===== config.mk =====
export PLATFORM = sky130hd
export DESIGN_NAME = d_stage
export DESIGN_NICKNAME = d
export VERILOG_FILES = /design/src/rtl/d_pkg.sv /design/src/rtl/d_stage_regfile.sv /design/src/rtl/d_stage.sv
export SDC_FILE = /design/constraint.sdc
export NUM_CORES = 1
export LEC_CHECK = 0
export CORE_ASPECT_RATIO = 1.75
export CORE_UTILIZATION = 45
export CTS_CLUSTER_SIZE = 10
export DETAILED_ROUTE_END_ITERATION = 10
export HOLD_SLACK_MARGIN = 0.03
export PLACE_DENSITY = 0.66
export SLEW_MARGIN = 30
export SYNTH_ARGS = -nofsm -noshare
export SYNTH_HDL_FRONTEND = slang
export SYNTH_SLANG_ARGS = --single-unit

===== constraint.sdc =====
create_clock -name clk_i -period 2.1 [get_ports clk_i]
set_input_delay 0.525 -clock clk_i [delete_from_list [all_inputs] [get_ports clk_i]]
set_output_delay 0.525 -clock clk_i [all_outputs]
set_load 0.05 [all_outputs]

===== src/rtl/d_pkg.sv =====
// Shared definitions for the decode stage.
//   - Default widths for instruction, program counter, data and register file.
//   - Instruction field positions for the 24-bit encoding:
//       [23:20] opcode, [19:16] rd, [15:12] rs1, [11:8] rs2, [11:0] imm.
//   - dec_bundle_t: the decoded bundle held in the output register.
//   - decode_fields(): splits an instruction into fields and sign-extends imm.
package d_pkg;

    localparam int INSTR_W = 24;
    localparam int PC_W    = 16;
    localparam int DATA_W  = 16;
    localparam int REG_N   = 16;
    localparam int REG_AW  = $clog2(REG_N);

    localparam int OPC_HI = 23;
    localparam int RD_HI  = 19;
    localparam int RS1_HI = 15;
    localparam int RS2_HI = 11;
    localparam int IMM_W  = 12;

    typedef struct packed {
        logic [3:0]        opcode;
        logic [REG_AW-1:0] rd;
        logic [REG_AW-1:0] rs1;
        logic [REG_AW-1:0] rs2;
        logic [DATA_W-1:0] imm;
        logic [DATA_W-1:0] op_a;
        logic [DATA_W-1:0] op_b;
        logic [PC_W-1:0]   pc;
    } dec_bundle_t;

    // Field split only; operands are left at zero and filled in by the caller.
    // The immediate is replicated-sign concatenated and then cut to DATA_W,
    // which sign-extends for wide data and truncates when DATA_W < IMM_W.
    function automatic dec_bundle_t decode_fields(input logic [INSTR_W-1:0] instr,
                                                  input logic [PC_W-1:0]    pc);
        dec_bundle_t b;
        b        = '0;
        b.opcode = instr[OPC_HI -: 4];
        b.rd     = instr[RD_HI  -: REG_AW];
        b.rs1    = instr[RS1_HI -: REG_AW];
        b.rs2    = instr[RS2_HI -: REG_AW];
        b.imm    = DATA_W'({{DATA_W{instr[IMM_W-1]}}, instr[IMM_W-1:0]});
        b.pc     = pc;
        return b;
    endfunction

endpackage


===== src/rtl/d_stage_regfile.sv =====
// Register file for the decode stage.
//   clk_i, rst_i         : clock, synchronous active-high reset (clears all entries)
//   rs1_addr / rs1_data  : combinational read port 1
//   rs2_addr / rs2_data  : combinational read port 2
//   we, waddr, wdata     : synchronous write port
// r0 always reads zero and is never written. A read of the register being
// written in the same cycle returns the write data.
module d_stage_regfile #(
    parameter int  DWIDTH = 16,
    parameter int  NREGS  = 16,
    localparam int RAW    = $clog2(NREGS)
) (
    input  logic              clk_i,
    input  logic              rst_i,
    input  logic [RAW-1:0]    rs1_addr,
    output logic [DWIDTH-1:0] rs1_data,
    input  logic [RAW-1:0]    rs2_addr,
    output logic [DWIDTH-1:0] rs2_data,
    input  logic              we,
    input  logic [RAW-1:0]    waddr,
    input  logic [DWIDTH-1:0] wdata
);

    logic [DWIDTH-1:0] mem [NREGS];

    // NOTE: the whole array is reset because software relies on registers
    // reading zero after reset; this rules out a plain RAM macro.
    always_ff @(posedge clk_i) begin
        if (rst_i) begin
            for (int i = 0; i < NREGS; i++) begin
                mem[i] <= '0;
            end
        end else if (we && waddr != '0) begin
            mem[waddr] <= wdata;
        end
    end

    // NOTE: each output gets a default before the conditions, so no path
    // leaves it unassigned and no latch is inferred.
    always_comb begin
        rs1_data = mem[rs1_addr];
        if (rs1_addr == '0) begin
            rs1_data = '0;
        end else if (we && waddr == rs1_addr) begin
            rs1_data = wdata;
        end
    end

    always_comb begin
        rs2_data = mem[rs2_addr];
        if (rs2_addr == '0) begin
            rs2_data = '0;
        end else if (we && waddr == rs2_addr) begin
            rs2_data = wdata;
        end
    end

endmodule


===== src/rtl/d_stage.sv =====
// Decode stage between fetch and execute.
//   clk_i, rst_i                 : clock, synchronous active-high reset
//   valid_i, ready_o, instr_i,
//   next_pc_i                    : bundle from fetch (valid/ready handshake)
//   flush_i                      : execute redirect, drops every held bundle
//   valid_o, ready_i             : decoded bundle handshake to execute
//   opcode_o, rd_o, rs1_o, rs2_o,
//   imm_o, op_a_o, op_b_o, pc_o  : registered decode bundle
//   wb_we_i, wb_addr_i, wb_data_i: register writeback from the final stage
// Buffering is an output register plus one skid register, so ready_o depends
// only on local state and never on ready_i.
module d_stage
    import d_pkg::*;
#(
    parameter int  IWIDTH = INSTR_W,
    parameter int  PWIDTH = PC_W,
    parameter int  DWIDTH = DATA_W,
    parameter int  NREGS  = REG_N,
    localparam int RAW    = $clog2(NREGS)
) (
    input  logic              clk_i,
    input  logic              rst_i,
    input  logic              valid_i,
    output logic              ready_o,
    input  logic [IWIDTH-1:0] instr_i,
    input  logic [PWIDTH-1:0] next_pc_i,
    input  logic              flush_i,
    output logic              valid_o,
    input  logic              ready_i,
    output logic [3:0]        opcode_o,
    output logic [RAW-1:0]    rd_o,
    output logic [RAW-1:0]    rs1_o,
    output logic [RAW-1:0]    rs2_o,
    output logic [DWIDTH-1:0] imm_o,
    output logic [DWIDTH-1:0] op_a_o,
    output logic [DWIDTH-1:0] op_b_o,
    output logic [PWIDTH-1:0] pc_o,
    input  logic              wb_we_i,
    input  logic [RAW-1:0]    wb_addr_i,
    input  logic [DWIDTH-1:0] wb_data_i
);

    logic              or_valid;
    logic              skid_valid;
    dec_bundle_t       or_q;
    dec_bundle_t       ld_fields;
    logic [IWIDTH-1:0] skid_instr;
    logic [PWIDTH-1:0] skid_pc;
    logic [IWIDTH-1:0] ld_instr;
    logic [PWIDTH-1:0] ld_pc;
    logic [DWIDTH-1:0] rd_a;
    logic [DWIDTH-1:0] rd_b;
    logic              in_xfer;
    logic              out_xfer;
    logic              or_free;

    assign ready_o  = !skid_valid && !rst_i;
    assign in_xfer  = valid_i && ready_o;
    assign out_xfer = or_valid && ready_i;
    assign or_free  = !or_valid || out_xfer;

    // The skid entry is always older than anything on the input, so it wins.
    // While it is occupied ready_o is low, so both can never compete.
    assign ld_instr  = skid_valid ? skid_instr : instr_i;
    assign ld_pc     = skid_valid ? skid_pc    : next_pc_i;
    assign ld_fields = decode_fields(ld_instr, ld_pc);

    // Operands are read for whichever bundle is about to enter the output
    // register; the regfile bypass covers a writeback in that same cycle.
    d_stage_regfile #(
        .DWIDTH (DWIDTH),
        .NREGS  (NREGS)
    ) u_regfile (
        .clk_i    (clk_i),
        .rst_i    (rst_i),
        .rs1_addr (ld_fields.rs1),
        .rs1_data (rd_a),
        .rs2_addr (ld_fields.rs2),
        .rs2_data (rd_b),
        .we       (wb_we_i),
        .waddr    (wb_addr_i),
        .wdata    (wb_data_i)
    );

    // NOTE: all state here uses non-blocking assignments so every register
    // samples pre-edge values regardless of statement order.
    always_ff @(posedge clk_i) begin
        if (rst_i) begin
            or_valid   <= 1'b0;
            skid_valid <= 1'b0;
            or_q       <= '0;
            skid_instr <= '0;
            skid_pc    <= '0;
        end else if (flush_i) begin
            or_valid   <= 1'b0;
            skid_valid <= 1'b0;
        end else if (or_free) begin
            if (skid_valid || in_xfer) begin
                or_valid    <= 1'b1;
                or_q        <= ld_fields;
                or_q.op_a   <= rd_a;
                or_q.op_b   <= rd_b;
                skid_valid  <= 1'b0;
            end else begin
                or_valid <= 1'b0;
            end
        end else begin
            if (in_xfer) begin
                skid_valid <= 1'b1;
                skid_instr <= instr_i;
                skid_pc    <= next_pc_i;
            end
            // Stalled bundle: track writebacks so operands are current when
            // execute finally accepts it. r0 is never refreshed.
            if (wb_we_i && wb_addr_i != '0 && wb_addr_i == or_q.rs1) begin
                or_q.op_a <= wb_data_i;
            end
            if (wb_we_i && wb_addr_i != '0 && wb_addr_i == or_q.rs2) begin
                or_q.op_b <= wb_data_i;
            end
        end
    end

    assign valid_o  = or_valid;
    assign opcode_o = or_q.opcode;
    assign rd_o     = or_q.rd;
    assign rs1_o    = or_q.rs1;
    assign rs2_o    = or_q.rs2;
    assign imm_o    = or_q.imm;
    assign op_a_o   = or_q.op_a;
    assign op_b_o   = or_q.op_b;
    assign pc_o     = or_q.pc;

endmodule


Word-level counts from Yosys, hierarchy flattened
Memories as Yosys holds them, arrays and structs flattened.
Cells that the tools add are included.
{"block": "totals", "regBits": 118, "n_memories": 1, "mem_bits_rw": 256, "word_cells": 68, "output_inout_bits": 82}
{"block": "classes", "reduce_logical": 26, "n_eq_ne": 5, "mux": 22, "n_bitwise": 2}
{"memory": "u_regfile.mem", "words": 16, "word_bits": 16, "read_ports": 2, "rd_ports_with_merged_regs": 0, "wr": 16, "line": "d_stage_regfile.sv:24", "rtl": "logic [DWIDTH-1:0] mem [NREGS];"}
{"cell": "$mux W16", "n": 8}
{"cell": "$mux W48", "n": 1}
{"cell": "$mux W32", "n": 1}
{"cell": "$mux W24", "n": 1}
{"cell": "$eq A4 B4 Y1", "n": 4}
{"cell": "$reduce_or A16 Y1", "n": 1}
{"cell": "$reduce_and A3 Y1", "n": 4}
{"cell": "$mux W1", "n": 10}
{"cell": "$logic_and A1 B1 Y1", "n": 8}
{"cell": "$logic_not A4 Y1", "n": 2}
{"cell": "$reduce_bool A2 Y1", "n": 3}
{"cell": "$mux W4", "n": 1}
{"cell": "$reduce_bool A4 Y1", "n": 1}
{"cell": "$logic_not A1 Y1", "n": 3}
{"cell": "$logic_or A1 B1 Y1", "n": 2}
{"cell": "$ne A2 B1 Y1 const B", "n": 1}
{"cell": "$not A1 Y1", "n": 2}
{"cell": "$reduce_and A2 Y1", "n": 1}
{"cell": "$reduce_or A2 Y1", "n": 1}

Logic depth before layout (Yosys ltp)
{"block": "logic_depth", "ltp_word": 7, "depth_mapped": 12, "depth_no_buf": 7}

Modules after synthesis
From an unflattened synthesis, not the netlist that was laid out.
{"block": "hier_totals", "hier_cells": 1583, "area_unflattened_um2": 19153.4}
{"mod": "d_stage_regfile", "cells_each": 1047, "instances": 1, "area_per_inst_um2": 14101.0}
{"mod": "d_stage", "cells_each": 536, "instances": 1, "area_per_inst_um2": 5052.3}

Worst setup path before layout
Ideal clock, no wire load.
{"block": "synth_timing", "path_type": "reg2out", "startpoint": "register skid_valid", "endpoint": "output ready_o", "t_arrival_ns": 2.095, "stages_incl_launch_ff": 10, "path_buffers": 8, "slack_ns": -0.520, "cell_sequence": "dfxtp_1 -> buf_6 -> buf_8 -> buf_8 -> buf_8 -> buf_6 -> buf_2 -> buf_6 -> buf_4 -> nor2_1"}
{"block": "synth_between", "elab_chain_cells": 2}
{"element": "from (decl)", "line": "d_stage.sv:44", "rtl": "logic skid_valid;"}
{"element": "from (signal assigned)", "line": "d_stage.sv:90", "rtl": "skid_valid <= 1'b0;"}
{"element": "from (signal assigned)", "line": "d_stage.sv:96", "rtl": "skid_valid <= 1'b0;"}
{"element": "from (signal assigned)", "line": "d_stage.sv:103", "rtl": "skid_valid <= 1'b0;"}
{"element": "$logic_not A1 Y1", "line": "d_stage.sv:57", "rtl": "assign ready_o = !skid_valid && !rst_i;"}
{"element": "$logic_and A1 B1 Y1", "line": "d_stage.sv:57"}
{"element": "to (decl)", "line": "d_stage.sv:24", "rtl": "output logic ready_o,"}
Every way passes these cells.

Worst setup path after layout
{"block": "layout_timing", "startpoint": "register skid_valid", "endpoint": "register or_q (netlist bit op_a_o[1])"}
{"block": "layout_between", "elab_chain_cells": 7, "elab_cells_between_ends": 15, "cone_classes": "eq/ne (2); mux (5); reduce/logical (7); memory (1)"}
{"element": "branches (longest 7 deep; another with $mem_v2 Z16 W16)"}
{"element": "to (signal assigned)", "line": "d_stage.sv:100", "rtl": "or_q <= ld_fields;"}
{"element": "to (decl)", "line": "d_stage.sv:45", "rtl": "dec_bundle_t or_q;"}
Parallel ways; which one is timed is not known. The select of a mux whose other input is x is not followed.
A chain may end at the register's enable or synchronous reset.

==> results.sh <==
export IMPL_status="complete, but fails checks"
export IMPL_violations="negative setup slack"
export IMPL_worst_setup_path_end_kind="register"
export IMPL_grt_max_degree=93
export IMPL_grt_pass1_wl_um=162000
export IMPL_synthTopCellsByArea="edfxtp_1, dfxtp_1, a211oi_1, and2_1, a21oi_1"
export IMPL_fin_nets=2925
export IMPL_postPlaceCellArea_mm2=0.0273
export IMPL_rsz0062_at_grt="true"
export IMPL_htree_levels=2
export IMPL_antenna_left=0
export IMPL_core_mm2=0.0486
export IMPL_nFillCells=3983
export IMPL_register_area_mm2=0.00998
export IMPL_hold_viol=0
export IMPL_maxCapViolations=0
export IMPL_clock_sinks=370
export IMPL_drt_iter0_drc=2669
export IMPL_die_y_um=296
export IMPL_crit_type="register to register"
export IMPL_synth_seq_cells=370
export IMPL_worst_slew_pin_slew_ps=727
export IMPL_slew_violations=0
export IMPL_wire_per_inst_um=32.4
export IMPL_io_pins=148
export IMPL_yosys_area_top_type="edfxtp_1"
export IMPL_place_ws_ps=-1350
export IMPL_clk_pin_slew_ps=60
export IMPL_yosys_area_top_type_share_pct=34.7
export IMPL_fp_dieW_um=170
export IMPL_clk_path_buf_depth=3
export IMPL_io_buffers=147
export IMPL_slowest_delay_ps=420
export IMPL_rows=107
export IMPL_place_congestion=1.07
export IMPL_ys_seq_area_share_pct=45.0
export IMPL_fin_crit_sh_pct=120
export IMPL_hold_path_class="input pin to register"
export IMPL_vias_per_cell=6.65
export IMPL_period_minus_slack_ps=2520
export IMPL_total_power_mw=19.8
export IMPL_worstPathCellList="buf_12, mux2_4, buf_6, buf_6, and2_4, o221a_4, a311oi_2, buf_4, a2111oi_4, a221o_1"
export IMPL_hold_slack_ps=454
export IMPL_hold_buffers=0
export IMPL_stdcell_count=3547
export IMPL_start_util_pct=45.6
export IMPL_ys_types=81
export IMPL_drive_gt1_share_pct=31.0
export IMPL_antenna_found_initial=8
export IMPL_slew_headroom_pct=51.4
export IMPL_synth_edf_count=256
export IMPL_overflow=0
export IMPL_postRouteWirelength_um=115000
export IMPL_setup_viol=33
export IMPL_yosysWarnings=0
export IMPL_cts_tree="yes"
export IMPL_postLayoutSetupSlackWorst_ps=-416
export IMPL_multiInputGateArea_mm2=0.0128
export IMPL_grtUsageTotal_pct=45.9
export IMPL_p_leak_nw=11.5
export IMPL_path_max_fanout=6
export IMPL_synth_area_mm2=0.0222
export IMPL_dp_hpwl_um=80400
export IMPL_area_growth_pct=40.8
export IMPL_start_kind="register"
export IMPL_async_flop_share_pct=0
export IMPL_grt_pass1_vias=23200
export IMPL_placedCellCount=3419
export IMPL_ys_flop_type="edfxtp_1"
export IMPL_path_common_cell="buf_6"
export IMPL_firstDrtPassIters=6
export IMPL_avgSynthCellArea_um2=9.05
export IMPL_critPathSlowestCell="dfxtp_4"
export IMPL_die_area_mm2=0.0502
export IMPL_cts_inserted_buffers=43
export IMPL_cts_root_buf="clkbuf_16"
export IMPL_cp_arrival_ps=2970
export IMPL_fin_skew_ps=16.0
export IMPL_synth_cells_most_frequent="edfxtp_1, nand2_1, and2_1, a211oi_1, a21oi_1"
export IMPL_synth_cells=2450
export IMPL_max_clock_freq_ghz=0.397
export IMPL_vias=23600
export IMPL_synth_most_common_cell="edfxtp_1"
export IMPL_peakVddDrop_mv=0.660
export IMPL_insertion_delay_ps=570
export IMPL_powerDensity_mw_per_mm2=633
export IMPL_critPathRequiredTime_ps=2560
export IMPL_final_cell_area_mm2=0.0312
export IMPL_drc=0
-- placed cells by master, fill, tap and decap left out, types with 16 or more instances in the layout --
master and count:
mux2i_1 36, buf_6 35, a21oi_1 203, nor3_1 18, o21ai_2 17, edfxtp_1 256, inv_1 50, conb_1 16
o22ai_1 41, a22oi_2 19, buf_12 86, a22oi_1 40, a31oi_1 44, o22ai_2 20, dlygate4sd2_1 19, nand2_1 246
dfxtp_1 108, nor2b_1 20, nor2_1 139, clkbuf_16 46, nand3_1 16, buf_4 400, o21ai_0 57, o211ai_1 31
and2_1 247, clkbuf_1 22, a211oi_1 160, clkdlybuf4s50_1 58, a211oi_2 44
-- state kept, by name (all words and copies together) (netlist names) --
register / cells
rs1_o: 4
opcode_o: 4
pc_o: 16
rs2_o: 4
u_regfile.mem: 256
imm_o: 8
skid_pc: 16
skid_instr: 24
rd_o: 4
op_a_o: 16
valid_o: 1
op_b_o: 16
skid_valid: 1
-- critical path, delay by kind of cell (launching register included) --
family	cells	cell delay, ps
compound gates	4	830
buf+inv	4	620
flops	1	420
mux	1	400
simple gates	1	140
-- power by group --
part	switching, mW	internal, mW	total, mW	leakage (nW)
Sequential	0.462	8.18	8.64	3.37
Combinational	2.46	1.67	4.13	7.50
Clock	3.02	3.98	7.00	0.597
-- kinds of logic (layout without fill, tap and decap cells) --
family | Yosys count | count (layout) | share of synthesized area [%]
compound gates | 888 | 888 | 27.4
xor+xnor | 16 | 16 | 0.632
buf+inv | 319 | 738 | 6.50
flops | 370 | 370 | 45.0
mux | 47 | 47 | 2.20
other cells | 1 | 25 | 0.0169
simple gates | 809 | 809 | 18.3
-- through the flow --
step	utilization, %	setup TNS [ps]
floorplan	-	-824
global placement	56.1	-252870
detailed placement	56.1	-272900
CTS	61.4	-7220
finish	64.2	-8510
global route	64.2	-10070
-- per-layer routing --
| layer | wire length (um) | up-vias | GRT usage [%] |
|---|---|---|---|
| met5 | 13 | - | 0 |
| met4 | 15300 | 2 | 48.2 |
| met3 | 10500 | 688 | 13.0 |
| met2 | 53700 | 1660 | 75.3 |
| met1 | 35300 | 11300 | 45.0 |
| li1 | - | 9946 | - |
-- layout make-up --
class,count,share of cell area (%)
multi-input cells,1776,41.0
flip-flops and latches,370,32.0
repair buffers,615,19.7
clock buffers,69,3.96
well taps,654,2.62
inverters,53,0.642
diodes,9,0.0722
clock inverters,1,0.0120
-- worst paths after layout --
kind | from | to | slack (ps) | cells past startpoint
hold / removal | rst_i | skid_instr[11] | 450 | 3
hold reg to reg | skid_instr[3] | skid_instr[3] | 460 | 2
setup reg to reg | skid_valid | op_a_o[1] | -420 | 10
setup / recovery | skid_valid | op_a_o[1] | -420 | 10
-- timing repair --
item / CTS / global route
pin swaps: 49 / 105
setup endpoints to repair: 116 / 186
cloned: 4 / 2
buffers inserted: 23 / 35
gates resized for setup: 227 / 228
Note: power is estimated with default switching activity, not from simulation.
